## config.mk

```make
export PLATFORM = sky130hd
export DESIGN_NAME = key_e_sequencer_flat
export DESIGN_NICKNAME = d
export VERILOG_FILES = /design/src/rtl/key_e_sequencer_if.sv /design/src/rtl/key_e_sequencer.sv /design/src/flat_wrapper.sv
export SDC_FILE = /design/constraint.sdc
export NUM_CORES = 1
export LEC_CHECK = 0
export CAP_MARGIN = 5
export CORE_ASPECT_RATIO = 0.75
export CORE_MARGIN = 5
export CORE_UTILIZATION = 30
export DETAILED_ROUTE_END_ITERATION = 12
export PLACE_DENSITY = 0.53
export REMOVE_ABC_BUFFERS = 1
export SYNTH_ARGS = -nofsm -noshare
export SYNTH_HDL_FRONTEND = slang
export SYNTH_SLANG_ARGS = --single-unit
```

## constraint.sdc

```tcl
create_clock -name clk -period 5.9 [get_ports clk]
set_clock_uncertainty 0.15 [all_clocks]
set_input_delay 0.59 -clock clk [delete_from_list [all_inputs] [get_ports clk]]
set_output_delay 0.59 -clock clk [all_outputs]
set_load 0.02 [all_outputs]
```

## src/rtl/key_e_sequencer_if.sv

```systemverilog
// rtl/key_e_sequencer_if.sv - run control, RNG and GCD-checker handshake bundle for key_e_sequencer
interface key_e_sequencer_if;
  logic        start;
  logic [31:0] phi;
  logic        rng_req;
  logic        rng_valid;
  logic [31:0] rng_data;
  logic        gcd_rst;
  logic        gcd_start;
  logic [31:0] gcd_phi;
  logic [31:0] gcd_e;
  logic        gcd_valid;
  logic        gcd_redo;
  logic        busy;
  logic        done;
  logic        fail;
  logic        timeout;
  logic [31:0] e_key;
  logic [7:0]  attempts;

  modport master (
    input  start, phi, rng_valid, rng_data, gcd_valid, gcd_redo,
    output rng_req, gcd_rst, gcd_start, gcd_phi, gcd_e,
           busy, done, fail, timeout, e_key, attempts
  );

  modport slave (
    output start, phi, rng_valid, rng_data, gcd_valid, gcd_redo,
    input  rng_req, gcd_rst, gcd_start, gcd_phi, gcd_e,
           busy, done, fail, timeout, e_key, attempts
  );
endinterface

```

## src/rtl/key_e_sequencer.sv

```systemverilog
// rtl/key_e_sequencer.sv - draws candidate public exponents from an RNG until a GCD checker accepts one
module key_e_sequencer #(
  parameter int MAX_TRIES = 16,
  parameter int TIMEOUT   = 4096
) (
  input  logic             clk,
  input  logic             rst,
  key_e_sequencer_if.master bus
);
  typedef enum logic [3:0] {
    IDLE, CLEAR, REQ, WAIT_RNG, FILTER, LAUNCH, WAIT_GCD, DONE, FAIL
  } state_t;

  state_t      state;
  state_t      nxt;
  logic [15:0] wdog;
  logic        accept;
  logic        wd_hit;
  logic        last_try;
  logic        reject;
  logic        wd_expire;

  assign accept    = (state == IDLE || state == DONE || state == FAIL) && bus.start;
  assign wd_hit    = (wdog == 16'(TIMEOUT - 1));
  assign last_try  = (bus.attempts == 8'(MAX_TRIES));
  assign reject    = !bus.gcd_e[0] || (bus.gcd_e < 32'd3) || (bus.gcd_e >= bus.gcd_phi);
  // A strobe landing on the expiry cycle wins over the watchdog.
  assign wd_expire = wd_hit &&
                     ((state == WAIT_RNG && !bus.rng_valid) ||
                      (state == WAIT_GCD && !bus.gcd_valid && !bus.gcd_redo));

  always_comb begin
    nxt = state;
    case (state)
      IDLE, DONE, FAIL: if (bus.start) nxt = CLEAR;
      CLEAR:            nxt = REQ;
      REQ:              nxt = WAIT_RNG;
      WAIT_RNG: begin
        if (bus.rng_valid) nxt = FILTER;
        else if (wd_hit)   nxt = FAIL;
      end
      FILTER: begin
        if (!reject)       nxt = LAUNCH;
        else if (last_try) nxt = FAIL;
        else               nxt = REQ;
      end
      LAUNCH:             nxt = WAIT_GCD;
      WAIT_GCD: begin
        if (bus.gcd_valid)     nxt = DONE;
        else if (bus.gcd_redo) nxt = last_try ? FAIL : CLEAR;
        else if (wd_hit)       nxt = FAIL;
      end
      default:            nxt = IDLE;
    endcase
  end

  always_ff @(posedge clk or posedge rst) begin
    if (rst) begin
      state         <= IDLE;
      wdog          <= 16'd0;
      bus.rng_req   <= 1'b0;
      bus.gcd_rst   <= 1'b0;
      bus.gcd_start <= 1'b0;
      bus.gcd_phi   <= 32'd0;
      bus.gcd_e     <= 32'd0;
      bus.busy      <= 1'b0;
      bus.done      <= 1'b0;
      bus.fail      <= 1'b0;
      bus.timeout   <= 1'b0;
      bus.e_key     <= 32'd0;
      bus.attempts  <= 8'd0;
    end else begin
      state         <= nxt;
      // Pulses and status flags are decoded from the next state so they line up with it.
      bus.gcd_rst   <= (nxt == CLEAR);
      bus.rng_req   <= (nxt == REQ);
      bus.gcd_start <= (nxt == LAUNCH);
      bus.busy      <= !(nxt == IDLE || nxt == DONE || nxt == FAIL);
      bus.done      <= (nxt == DONE);
      bus.fail      <= (nxt == FAIL);
      wdog          <= (state == WAIT_RNG || state == WAIT_GCD) ? wdog + 16'd1 : 16'd0;

      if (accept) begin
        bus.gcd_phi  <= bus.phi;
        bus.attempts <= 8'd0;
        bus.timeout  <= 1'b0;
        bus.e_key    <= 32'd0;
      end
      if (state == WAIT_RNG && bus.rng_valid) begin
        bus.gcd_e    <= bus.rng_data;
        bus.attempts <= bus.attempts + 8'd1;
      end
      if (state == WAIT_GCD && bus.gcd_valid) bus.e_key <= bus.gcd_e;
      if (nxt == FAIL && state != FAIL)       bus.e_key <= 32'd0;
      if (wd_expire)                          bus.timeout <= 1'b1;
    end
  end
endmodule

```

## src/flat_wrapper.sv

```systemverilog
// flat-port wrapper written by rule: the top's interface ports become plain ports
module key_e_sequencer_flat 
#(
  parameter int MAX_TRIES = 16,
  parameter int TIMEOUT   = 4096
)
  (clk, rst, bus_start, bus_phi, bus_rng_valid, bus_rng_data, bus_gcd_valid, bus_gcd_redo, bus_rng_req, bus_gcd_rst, bus_gcd_start, bus_gcd_phi, bus_gcd_e, bus_busy, bus_done, bus_fail, bus_timeout, bus_e_key, bus_attempts);
  key_e_sequencer_if bus_i ();
  input  logic clk;
  input  logic rst;
  input wire logic [$bits(bus_i.start)-1:0] bus_start;
  input wire logic [$bits(bus_i.phi)-1:0] bus_phi;
  input wire logic [$bits(bus_i.rng_valid)-1:0] bus_rng_valid;
  input wire logic [$bits(bus_i.rng_data)-1:0] bus_rng_data;
  input wire logic [$bits(bus_i.gcd_valid)-1:0] bus_gcd_valid;
  input wire logic [$bits(bus_i.gcd_redo)-1:0] bus_gcd_redo;
  output wire logic [$bits(bus_i.rng_req)-1:0] bus_rng_req;
  output wire logic [$bits(bus_i.gcd_rst)-1:0] bus_gcd_rst;
  output wire logic [$bits(bus_i.gcd_start)-1:0] bus_gcd_start;
  output wire logic [$bits(bus_i.gcd_phi)-1:0] bus_gcd_phi;
  output wire logic [$bits(bus_i.gcd_e)-1:0] bus_gcd_e;
  output wire logic [$bits(bus_i.busy)-1:0] bus_busy;
  output wire logic [$bits(bus_i.done)-1:0] bus_done;
  output wire logic [$bits(bus_i.fail)-1:0] bus_fail;
  output wire logic [$bits(bus_i.timeout)-1:0] bus_timeout;
  output wire logic [$bits(bus_i.e_key)-1:0] bus_e_key;
  output wire logic [$bits(bus_i.attempts)-1:0] bus_attempts;
  assign bus_i.start = bus_start;
  assign bus_i.phi = bus_phi;
  assign bus_i.rng_valid = bus_rng_valid;
  assign bus_i.rng_data = bus_rng_data;
  assign bus_i.gcd_valid = bus_gcd_valid;
  assign bus_i.gcd_redo = bus_gcd_redo;
  assign bus_rng_req = bus_i.rng_req;
  assign bus_gcd_rst = bus_i.gcd_rst;
  assign bus_gcd_start = bus_i.gcd_start;
  assign bus_gcd_phi = bus_i.gcd_phi;
  assign bus_gcd_e = bus_i.gcd_e;
  assign bus_busy = bus_i.busy;
  assign bus_done = bus_i.done;
  assign bus_fail = bus_i.fail;
  assign bus_timeout = bus_i.timeout;
  assign bus_e_key = bus_i.e_key;
  assign bus_attempts = bus_i.attempts;
  key_e_sequencer #(.MAX_TRIES(MAX_TRIES), .TIMEOUT(TIMEOUT)) u_core (.clk(clk), .rst(rst), .bus(bus_i));
endmodule
```

==> impl_results.md, run 1 <==
- Outcome: finished clean
- Residual DRC count: 0
- Max Fclk: 0.315 GHz
- GRT Overall Usage: 0.177
- Crit. End Element: flop
- Clock buffer depth: 2
- Pwr/cell area: 579 nW/um^2
- Syn Inst Count: 699
- Critical setup path kind: flop to flop
- Worst path bufs/invs: 0
- Largest fanout on the critical path: 34
- Ports: 181
- Post-synth EDFFs: 0
- Commonest cells after routing, fill and taps aside: clkdlybuf4s50_1, nand2_1, dfrtp_1, o21ai_1, nand3_1
- Core Box Area: 21200 um^2
- Vias in the first global route: 5625
- Area of the multi-input gates: 2920 um^2
- Initial antenna violation count: 0
- CTS resizes: 0
- Startpoint Class: flop
- Slowest cell on crit path: o21a_2
- Min-Delay Path Class: flop to flop
- IO buf count: 180
- Iteration-0 DRC Markers: 381
- Grt total ovfl: 0
- CP most frequent cell: nand4_1
- Post-synthesis sequential area ratio: 0.506
- Synth warn: 0
- Largest net degree at the start of global routing: 97
- Top FF cell, synth: dfrtp_1
- Cell taking the most area after synthesis: dfrtp_1
- Maximum vdd drop: 0.204 mV
- Ant. Diodes: 0
- Syn_area_per_cell: 9.27 um^2
- Met3 WL: 1.92 mm
- Total CTS buffers: 17
- Leak: 4.05 nW
- Design Power: 5.36 mW
- Area contributors post-synth: dfrtp_1, nand2_1, ha_1
- Final core utilization: 0.437
- Largest delay share family, worst path: compound AO/OA/AOI/OAI gates
- Critical Path, Cell by Cell: ha_1 -> nand4_1 -> nor4_1 -> nand4_1 -> a31oi_1 -> o21a_2 -> o21ai_1
- Synth Cell Area: 6480 um^2
- Synth top area share: 0.506
- # fillers: 2076
- First drt pass iteration count: 5
- Post-Route Setup TNS: 0 ps
- Max-slew headroom: 0.343
- Worst EP required: 6010 ps
- Total wire length: 21.8 mm
- Max-cap violations: 0
- H-tree Lvls: 4
- Worst EP arrival: 3280 ps
- Hold Buf Count CTS: 0
- Ys async rst share: 1.00
- P&R area growth vs syn: 42.8%
- Clk sink count: 131
- Via count: 5659
- Post-DRT Antenna Nets: 0
- RSZ-0062 raised after global routing: false
- Minimum clock period after layout: 3170 ps
- WL met1: 10.8 mm
- Vias per inst: 4.83
- Fin. Hold Viols: 0
- Mean routed wirelength per cell: 18.6 um
- Post-synthesis register bit count: 131
- Worst-Margin Slew: 984 ps
- Finish-stage setup viols: 0
- Initial core utilization: 0.306
- HPWL after DPL: 15.0 mm
- Clock Latency Late Sink: 410 ps
- Global-route wire length before repair: 34.2 mm
- Clk slew on worst S/H paths: 60 ps
- Commonest non-fill, non-tap cell in the layout: clkdlybuf4s50_1
- Full die area: 24700 um^2
- Final GP Congestion: 0.860
- Die width: 180 um
- Worst path max stage delay: 740 ps
- Final Cycle Share: 0.538
- CTS tree: yes
- Layout cells sized above 1: 0.0600
- Die H: 137 um
- Nets: 975
- Max-slew violation count: 0
- Row count: 46
- Root Driver: clkbuf_16
- Highest Signal Layer: met4
- Post-CTS setup buffers: 0
- Area occupied by registers: 3280 um^2
- Synth unique cells: 57
- Met2 Wirelength: 8.79 mm
==> flip-flops by register name, indices dropped and copies added (netlist names) <==
register	count
u_core.bus.gcd_start	1
u_core.bus.attempts	8
u_core.bus.gcd_phi	32
u_core.bus.timeout	1
u_core.bus.done	1
u_core.state	4
u_core.bus.gcd_rst	1
u_core.bus.gcd_e	32
u_core.bus.e_key	32
u_core.bus.fail	1
u_core.wdog	16
u_core.bus.rng_req	1
u_core.bus.busy	1
==> cells in the mapped netlist (all sizes together), types with 3 or more instances <==
library cell and count:
inv 41, and3 3, ha 35, xor2 12, a22oi 33, nand2b 6
clkbuf 21, nor3 6, nor2 32, nand2 150, nand3 44, xnor2 5
o21a 3, a211oi 5, buf 13, or3 3, nor4 12, o21ai 80
or4b 3, a21o 6, dfrtp 131, nand4 11, a21oi 15
==> stage by stage <==
stage,std cells,hold slack [ps],setup slack [ps],instance area [um^2]
2_1_floorplan,665,298,1660,6320
3_3_place_gp,1139,324,2850,8570
4_1_cts,1171,331,2660,9260
6_report,1171,333,2730,9260
3_5_place_dp,1139,320,2670,8570
5_1_grt,1171,354,2490,9260
==> layout make-up <==
cell class / count / area share
clock buffers: 20 / 0.0504
clock inverters: 12 / 0.0245
inverters: 41 / 0.0172
multi-input cells: 493 / 0.316
flip-flops and latches: 131 / 0.354
well taps: 288 / 0.0389
repair buffers: 186 / 0.199
==> layer usage <==
| layer | global-route usage | vias to the layer above |
|---|---|---|
| li1 | - | 2793 |
| met1 | 0.257 | 2650 |
| met2 | 0.248 | 206 |
| met3 | 0.0697 | 10 |
| met4 | 0.0406 | 0 |
| met5 | 0 | - |
==> power breakdown <==
part | total, mW | switching (mW) | internal (mW)
clock network | 1.25 | 0.426 | 0.828
registers | 1.65 | 0.398 | 1.26
logic | 2.45 | 1.38 | 1.07
==> worst paths after layout <==
path	startpoint	to	slack (ps)	cells past startpoint
worst max-delay path	u_core.bus.gcd_e[30]	u_core.bus.e_key[28]	2730	7
worst min register to register	u_core.wdog[0]	u_core.wdog[0]	330	1
min in group asynchronous	rst	u_core.bus.gcd_e[19]	600	2
worst min-delay path	u_core.wdog[0]	u_core.wdog[0]	330	1
max in group asynchronous	rst	u_core.bus.gcd_e[31]	3900	3
worst max register to register	u_core.bus.gcd_e[30]	u_core.bus.e_key[28]	2730	7
==> kinds of logic after synthesis <==
logic type	count (synthesis)	share of synthesized area
xor+xnor	17	0.0230
fa+ha+maj	35	0.0676
simple gates	282	0.202
compound gates	158	0.152
buf+inv	75	0.0481
flops	131	0.506
mux	1	0.00154
(Power assumes the default switching activity.)
==> run 2, diff against run 1 <==
PLACE_DENSITY = 0.55   (was 0.53)
clock period = 2.65 ns   (was 5.9 ns; I/O delays follow)
==> run 2 against run 1 <==
Non-clock buffer count up 58. Hold slack worse by 220 ps. Die area unchanged. Total power up 130%. Cell count up 4.9%. Fmax up 22%.
==> impl_results.md, run 2 (synthesized netlist as in run 1, its figures left out) <==
- Biggest regs: u_core.bus.e_key (32), u_core.bus.gcd_e (32), u_core.bus.gcd_phi (32)
- Full die area: 24700 um^2
- Root Driver: clkbuf_16
- Initial core utilization: 0.306
- Iteration-0 DRC Markers: 462
- Clk slew on worst S/H paths: 60 ps
- Largest fanout on the critical path: 9
- Min-Delay Path Class: input pin to async pin
- Ant. Diodes: 0
- HPWL after DPL: 15.9 mm
- Design Power: 12.2 mW
- Leak: 4.37 nW
- Startpoint Class: flop
- Commonest non-fill, non-tap cell in the layout: clkdlybuf4s50_1
- Final instance area: 9870 um^2
- Critical setup path kind: flop to flop
- NetSw: 5.06 mW
- Area of the multi-input gates: 3110 um^2
- Global-route wire length before repair: 34.6 mm
- Final WS setup: 43.3 ps
- Final Cycle Share: 0.984
- Die width: 180 um
- Residual DRC count: 0
- Cell Area, Placed: 9020 um^2
- Comb power frac: 0.529
- CTS tree: yes
- Max-slew headroom: 0.428
- Max Fclk: 0.384 GHz
- Commonest cells after routing, fill and taps aside: clkdlybuf4s50_1, nand2_1, dfrtp_1, o21ai_1, buf_4
- Initial antenna violation count: 1
- Max-cap violations: 0
- Nets: 1033
- Worst EP arrival: 2760 ps
- Maximum vdd drop: 0.586 mV
- H-tree Lvls: 4
- Via count: 5989
- Finish-stage setup viols: 0
- Worst-Margin Slew: 852 ps
- Total wire length: 22.6 mm
- # fillers: 2061
- Post-DRT Antenna Nets: 0
- Clock Latency Late Sink: 420 ps
- Ports: 181
- Core Box Area: 21200 um^2
- Total CTS buffers: 17
- Pre-CTS WS: -19.0 ps
- Vias per inst: 4.88
- Fin. Hold Viols: 0
- Clock buffer depth: 2
- RSZ-0062 raised after global routing: true
- GRT Overall Usage: 0.179
- Clk pwr share: 0.188
- Pwr/cell area: 1240 nW/um^2
- Sequential fraction of design power: 0.282
- Die H: 137 um
- Sw Share: 0.414
- Outcome: finished clean
- Vias in the first global route: 5946
- Minimum clock period after layout: 2610 ps
- IO buf count: 180
- Layout cells sized above 1: 0.148
- WHS: 114 ps
- Int Power: 7.17 mW
- Area occupied by registers: 3280 um^2
- Max-slew violation count: 0
- Largest net degree at the start of global routing: 66
- Clk sink count: 131
- Mean routed wirelength per cell: 18.4 um
- Final GP Congestion: 0.795
- First drt pass iteration count: 5
- Crit. End Element: flop
- Grt total ovfl: 0
- Worst EP required: 2810 ps
- P&R area growth vs syn: 52.3%
- Row count: 46
-- run 2: cell count changes in the layout (fill, tap and decap cells not counted), moves of 3 or more --
cell and delta:
o21ai_1 -16, buf_12 +6, inv_1 -4, bufinv_16 -4, buf_4 +48, o21ai_2 +16
ha_4 +5, clkbuf_1 +6, clkinvlp_4 -5, inv_2 +4, clkinv_2 +3, ha_1 -5
-- run 2: critical path, stage by stage (launching register included) --
cell,delay [ps]
dfrtp_1,350
inv_1,60
ha_1,310
and4_4,210
a211oi_2,230
o21ai_1,90
or4b_4,510
o21a_4,290
buf_12,160
nand2b_4,130
-- run 2: routing by layer --
metal,part of all wire,track usage
met1,0.49,0.251
met2,0.42,0.258
met3,0.082,0.0755
met4,0.0096,0.0402
met5,0.00049,0
-- run 2: through the flow --
step / TNS, ps / std cells / utilization
floorplan: -211710 / 665 / -
global placement: 0 / 1190 / 0.426
detailed placement: -121 / 1190 / 0.426
CTS: 0 / 1221 / 0.453
global route: -564 / 1228 / 0.466
finish: 0 / 1228 / 0.466
-- run 2: final cells by class --
| type | count | area share |
|---|---|---|
| well taps | 288 | 0.0365 |
| clock inverters | 5 | 0.00761 |
| flip-flops and latches | 131 | 0.332 |
| clock buffers | 26 | 0.0496 |
| inverters | 41 | 0.0161 |
| repair buffers | 244 | 0.243 |
| multi-input cells | 493 | 0.315 |
-- run 2: timing repair --
action,in CTS,in global routing
hold buffers,0,0
gates cloned,0,4
setup endpoints to repair,19,38
gates resized for setup,1,37
pin swaps,0,7
buffers inserted,0,3
hold endpoints to repair,0,0
-- run 2: final timing paths --
check	from	endpoint	slack [ps]	depth (start not counted)
worst max-delay path	u_core.bus.gcd_phi[28]	u_core.state[3]	40	9
worst min-delay path	rst	u_core.bus.gcd_phi[16]	110	2
worst max register to register	u_core.bus.gcd_phi[28]	u_core.state[3]	40	9
worst min register to register	u_core.bus.timeout	u_core.bus.timeout	340	2
max in group asynchronous	rst	u_core.bus.gcd_e[31]	1590	3
min in group clk	bus_rng_data[2]	u_core.bus.gcd_e[2]	230	3
-- run 2: power by group through the flow --
stage          clock, mW  sequential (mW)  combinational, mW
2_1_floorplan          0             4.39               2.06
6_report            2.31             3.45               6.48
5_1_grt             2.44             3.57               7.10
3_5_place_dp           0             3.45               6.21
4_1_cts             2.36             3.43               6.26
3_3_place_gp           0             3.44               6.21
